### src/rtl/futurefpga_cfg_pkg.sv
// rtl/futurefpga_cfg_pkg.sv - shared constants, CFG field map and FSM states for the cfg loader
package futurefpga_cfg_pkg;

  localparam int CFG_W = 20;
  localparam logic [7:0] SYNC_BYTE = 8'hA5;

  // CFG word field positions inside one slice word
  localparam int CFG_INIT_LSB  = 0;
  localparam int CFG_INIT_MSB  = 15;
  localparam int CFG_FF_USED   = 16;
  localparam int CFG_FF_ISEL   = 17;
  localparam int CFG_CARRY_EN  = 18;
  localparam int CFG_CIN_CONST = 19;

  typedef enum logic [1:0] {
    IDLE   = 2'd0,
    LOAD   = 2'd1,
    CHECK  = 2'd2,
    COMMIT = 2'd3
  } cfg_state_e;

endpackage

### src/rtl/futurefpga_cfg_shadow.sv
// rtl/futurefpga_cfg_shadow.sv - shadow bank assembling one CFG word per slice from stream bytes
module futurefpga_cfg_shadow
  import futurefpga_cfg_pkg::*;
#(
  parameter int NUM_SLICES  = 16,
  parameter int SLICE_IDX_W = 4
) (
  input  logic                        i_clk,
  input  logic                        i_rst,
  input  logic                        i_wr_en,
  input  logic [SLICE_IDX_W-1:0]      i_slice_idx,
  input  logic [1:0]                  i_byte_idx,
  input  logic [7:0]                  i_data,
  output logic [NUM_SLICES*CFG_W-1:0] o_flat
);

  logic [CFG_W-1:0] r_bank [NUM_SLICES];

  // Byte-lane writes; the third byte only carries the four flag bits, its upper nibble is dropped
  always_ff @(posedge i_clk or posedge i_rst) begin
    if (i_rst) begin
      for (int k = 0; k < NUM_SLICES; k++) begin
        r_bank[k] <= '0;
      end
    end else if (i_wr_en) begin
      case (i_byte_idx)
        2'd0: r_bank[i_slice_idx][CFG_INIT_LSB +: 8] <= i_data;
        2'd1: r_bank[i_slice_idx][CFG_INIT_MSB -: 8] <= i_data;
        2'd2: r_bank[i_slice_idx][CFG_CIN_CONST:CFG_FF_USED] <=
                {i_data[CFG_CIN_CONST - CFG_FF_USED], i_data[CFG_CARRY_EN - CFG_FF_USED],
                 i_data[CFG_FF_ISEL - CFG_FF_USED], i_data[0]};
        default: ;
      endcase
    end
  end

  for (genvar k = 0; k < NUM_SLICES; k++) begin : g_flat
    assign o_flat[k*CFG_W +: CFG_W] = r_bank[k];
  end

endmodule

### src/rtl/futurefpga_cfg_loader.sv
// rtl/futurefpga_cfg_loader.sv - byte-stream config loader with XOR check and atomic commit to slices
module futurefpga_cfg_loader #(
  parameter int NUM_SLICES = 16,
  parameter int CFG_W      = 20
) (
  input  logic                        CLK,
  input  logic                        RST,
  input  logic [7:0]                  IN_DATA,
  input  logic                        IN_VALID,
  output logic                        IN_READY,
  output logic [NUM_SLICES*CFG_W-1:0] CFG_OUT,
  output logic                        SLICE_RST,
  output logic                        CFG_VALID,
  output logic                        CFG_DONE,
  output logic                        CFG_ERR
);

  import futurefpga_cfg_pkg::*;

  localparam int NBYTES = NUM_SLICES * 3;
  localparam int CNT_W  = $clog2(NBYTES);
  localparam int SW     = (NUM_SLICES > 1) ? $clog2(NUM_SLICES) : 1;

  cfg_state_e                  r_state;
  logic [CNT_W-1:0]            r_cnt;
  logic [SW-1:0]               r_slice;
  logic [1:0]                  r_byte;
  logic [7:0]                  r_xor;
  logic                        r_fmt_err;
  logic [NUM_SLICES*CFG_W-1:0] r_cfg_out;
  logic                        r_slice_rst;
  logic                        r_cfg_valid;
  logic                        r_cfg_done;
  logic                        r_cfg_err;

  logic                        w_accept;
  logic                        w_last;
  logic                        w_shadow_wr;
  logic [NUM_SLICES*CFG_W-1:0] w_shadow_flat;

  // Ready is the only combinational output; it is held low through reset and the commit cycle
  assign IN_READY    = ~RST & (r_state != COMMIT);
  assign w_accept    = IN_VALID & IN_READY;
  assign w_last      = (r_cnt == CNT_W'(NBYTES - 1));
  assign w_shadow_wr = w_accept & (r_state == LOAD);

  assign CFG_OUT   = r_cfg_out;
  assign SLICE_RST = r_slice_rst;
  assign CFG_VALID = r_cfg_valid;
  assign CFG_DONE  = r_cfg_done;
  assign CFG_ERR   = r_cfg_err;

  futurefpga_cfg_shadow #(
    .NUM_SLICES  (NUM_SLICES),
    .SLICE_IDX_W (SW)
  ) u_shadow (
    .i_clk       (CLK),
    .i_rst       (RST),
    .i_wr_en     (w_shadow_wr),
    .i_slice_idx (r_slice),
    .i_byte_idx  (r_byte),
    .i_data      (IN_DATA),
    .o_flat      (w_shadow_flat)
  );

  // Frame FSM: sync hunt, payload load with running XOR, checksum verdict, one-cycle commit
  always_ff @(posedge CLK or posedge RST) begin
    if (RST) begin
      r_state     <= IDLE;
      r_cnt       <= '0;
      r_slice     <= '0;
      r_byte      <= '0;
      r_xor       <= '0;
      r_fmt_err   <= 1'b0;
      r_cfg_out   <= '0;
      r_slice_rst <= 1'b1;
      r_cfg_valid <= 1'b0;
      r_cfg_done  <= 1'b0;
      r_cfg_err   <= 1'b0;
    end else begin
      r_cfg_done <= 1'b0;
      case (r_state)
        IDLE: begin
          if (w_accept && IN_DATA == SYNC_BYTE) begin
            r_cfg_err <= 1'b0;
            r_xor     <= '0;
            r_cnt     <= '0;
            r_slice   <= '0;
            r_byte    <= '0;
            r_fmt_err <= 1'b0;
            r_state   <= LOAD;
          end
        end
        LOAD: begin
          if (w_accept) begin
            r_xor <= r_xor ^ IN_DATA;
            if (r_byte == 2'd2 && IN_DATA[7:4] != 4'h0) begin
              r_fmt_err <= 1'b1;
            end
            if (w_last) begin
              r_state <= CHECK;
            end else begin
              r_cnt <= r_cnt + 1'b1;
              if (r_byte == 2'd2) begin
                r_byte  <= 2'd0;
                r_slice <= r_slice + 1'b1;
              end else begin
                r_byte <= r_byte + 1'b1;
              end
            end
          end
        end
        CHECK: begin
          if (w_accept) begin
            if (IN_DATA == r_xor && !r_fmt_err) begin
              r_state <= COMMIT;
            end else begin
              r_cfg_err <= 1'b1;
              r_state   <= IDLE;
            end
          end
        end
        COMMIT: begin
          r_cfg_out   <= w_shadow_flat;
          r_cfg_done  <= 1'b1;
          r_cfg_valid <= 1'b1;
          r_slice_rst <= 1'b0;
          r_state     <= IDLE;
        end
        default: r_state <= IDLE;
      endcase
    end
  end

endmodule
### config.mk
export PLATFORM = sky130hd
export DESIGN_NAME = futurefpga_cfg_loader
export DESIGN_NICKNAME = d
export VERILOG_FILES = /design/src/rtl/futurefpga_cfg_pkg.sv /design/src/rtl/futurefpga_cfg_shadow.sv /design/src/rtl/futurefpga_cfg_loader.sv
export SDC_FILE = /design/constraint.sdc
export NUM_CORES = 2
export LEC_CHECK = 0
export BUFFER_PORTS_ARGS = -buffer_cell sky130_fd_sc_hd__buf_2
export CORE_UTILIZATION = 52
export DETAILED_ROUTE_END_ITERATION = 16
export PLACE_DENSITY_LB_ADDON = 0.25
export SLEW_MARGIN = 20
export SYNTH_ARGS = -nofsm -noshare
export SYNTH_HDL_FRONTEND = slang
export SYNTH_SLANG_ARGS = --single-unit
### constraint.sdc
create_clock -name CLK -period 22.5 [get_ports CLK]
set_input_delay 4.5 -clock CLK [delete_from_list [all_inputs] [get_ports CLK]]
set_output_delay 4.5 -clock CLK [all_outputs]
set_load 0.005 [all_outputs]
==> flow_metrics.tcl <==
set metrics [dict create \
    cts_setup_buffers 0 \
    grt_pass1_wl_um 111700 \
    syn-cell-area_um2 25560 \
    min_path_cells 2 \
    finalClockSkew_ps 16.14 \
    crit_path_max_fanout 4 \
    start_util_pct 53.09 \
    antenna_found_initial 0 \
    grt_max_degree 185 \
    yosys_warnings 0 \
    finish.net_count 2791 \
    drtIter0Drc 1772 \
    regToRegStartpoint "r_state[0]" \
    ir_worst_vdd_v 0.00006284 \
    stdcell_area_um2 29930 \
    period_needed_ps 9358 \
    r2r-end "CFG_OUT[255]" \
    grt_setup_unrepaired "no" \
    clk_pin_slew_ps 60 \
    max_cap_violations 0 \
    hpwlAfterDp_um 44810 \
    worstSetupPathType "in -> out" \
    detail_route.wirelength_um 72290 \
    ios 336 \
    ys_types 55 \
    syn_to_final_growth_pct 17.11 \
    cp-start-kind "primary input" \
    cts_sinks 667 \
    dpl-instance-area_um2 27660 \
    totalPowerFinal_mw 2.790 \
    mostFrequentLayoutCell "nand2_1" \
    cts_made_buffers 69 \
    layout.cells.most_common_list "nand2_1 (1120), dfrtp_1 (666), buf_2 (335)" \
    track_usage_pct 29.27 \
    die_h_um 223.7 \
    crit_slowest_cell "buf_2" \
    final_antenna_net_count 0 \
    status "finished, final reports clean" \
    die_x_um 223.7 \
    std_cell_rows 80 \
    relSlewSlack_pct 28.38 \
    arrival_ps 4860 \
    die_area_um2 50040 \
    synth_seq_area_share_pct 65.31 \
    hold_path.class "reg -> reg" \
    min_to "CFG_OUT[61]" \
    ys_seq_elements 667 \
    routedWlPerCell_um 20.79 \
    critical_path_required_ps 18000 \
    dr.pass1.iters 5 \
    p_per_area_nw_per_um2 93.19 \
    synthCells 2492 \
    worst-slew-pin-transition_ps 1074 \
    fin_crit_sh_pct 41.59 \
    synth_edf_count 0 \
    maxSlewViolCount 0 \
    tns_ps 0 \
    syn_avg_cell_area_um2 10.26 \
    drc 0 \
    h-tree-depth 3 \
    core_area_um2 48150 \
    vias 19470 \
    n_antenna_cell 0 \
    fmax_mhz 106.9 \
    p_leak_nw 16.35 \
    port_buffers 335 \
    cts_resized 0 \
    cts_tree "yes" \
    ys.flop_type "dfrtp_1" \
    setup_violations 0 \
    clkLatencyLatePin_ps 610 \
    gp_congestion 0.8338 \
    drive_above_1_share_pct 17.69 \
    hold_viol 0 \
    cp_common_cell "buf_2" \
    path_cells "buf_2 > nor2_1 > buf_2" \
    via_per_inst 5.600 \
    clock_path_buffers 3 \
    end_kind "output pin" \
    r2r.worst_path.cells 5 \
    overflow 0 \
    syn_nets 2513 \
    slowest_delay_ps 140 \
    ff2ff_setup_slack_ps 18920 \
    holdBufCountCts 0 \
    synth-async-reset-ratio_pct 100.0 \
    root_buffer "clkbuf_16" \
    grt_pass1_vias 19270 \
]
## report_power, final
| part | switching [mW] | leakage (nW) | internal [mW] | total [mW] |
|---|---|---|---|---|
| Sequential | 0.0585 | 9.25 | 1.28 | 1.34 |
| Clock | 0.465 | 1.09 | 0.669 | 1.13 |
| Combinational | 0.227 | 6.01 | 0.0911 | 0.318 |
| Total | 0.750 | 16.4 | 2.04 | 2.79 |
## cell usage after synthesis (all sizes together) (10+ instances only)
| master | instances | area share [%] |
|---|---|---|
| a221o | 24 | 0.94 |
| a22o | 40 | 1.4 |
| and2 | 11 | 0.27 |
| and3 | 42 | 1.0 |
| buf | 20 | 0.47 |
| clkbuf | 130 | 1.9 |
| dfrtp | 666 | 65 |
| ha | 10 | 0.49 |
| inv | 14 | 0.21 |
| nand2 | 1134 | 17 |
| nor2 | 24 | 0.39 |
| o21ai | 127 | 2.6 |
| o2bb2ai | 181 | 6.2 |
## routing by layer
| metal | global-route usage [%] | vias up | part of all wire, % |
|---|---|---|---|
| li1 | - | 8818 | - |
| met1 | 40.87 | 9860 | 43 |
| met2 | 46.36 | 677 | 48 |
| met3 | 5.968 | 116 | 6.4 |
| met4 | 9.191 | 0 | 2.4 |
| met5 | 0 | - | 0 |
## worst max path at each step
stage,from,end,cells past startpoint
finish,RST,IN_READY,3
global route,RST,IN_READY,3
CTS,RST,IN_READY,3
detailed placement,RST,IN_READY,3
global placement,RST,IN_READY,3
floorplan,RST,r_state[0],4
## critical path, delay by kind of cell
family / cells / cell delay (ps)
buffers and inverters: 2 / 270
AND/OR/NAND/NOR: 1 / 90
## per-stage QoR
step / instances / utilization, % / worst slack [ps] / hold WS (ps)
after floorplan: 2492 / - / 7463 / 438.6
after global placement: 3354 / 57.44 / 13120 / 447.1
after detailed placement: 3354 / 57.45 / 13140 / 450.1
after CTS: 3476 / 62.12 / 13140 / 465.6
after global routing: 3477 / 62.17 / 13100 / 484.4
final: 3477 / 62.17 / 13140 / 465.4
## cells by family (layout without fill, tap and decap cells)
family                     after synthesis  count (layout)  synth area share [%]
AOI/OAI and AO/OA                      396             396                 11.85
xor gates and xnor gates                 9               9                0.3084
adders and majority gates               10              10                0.4895
buffers and inverters                  164             493                 2.580
DFF                                    667             667                 65.31
muxes                                    1               1               0.04405
and+or+nand+nor                       1245            1245                 19.42
## area by class of cell
type,count,area (µm²)
Fill cell,3937,18210
Tap cell,656,820.8
Clock buffer,103,2019
Clock inverter,19,225.2
Sequential cell,667,16690
Multi-Input combinational cell,1661,8238
Timing Repair Buffer,357,1874
Inverter,14,63.81
No activity file was read; power rests on OpenSTA's default activity.
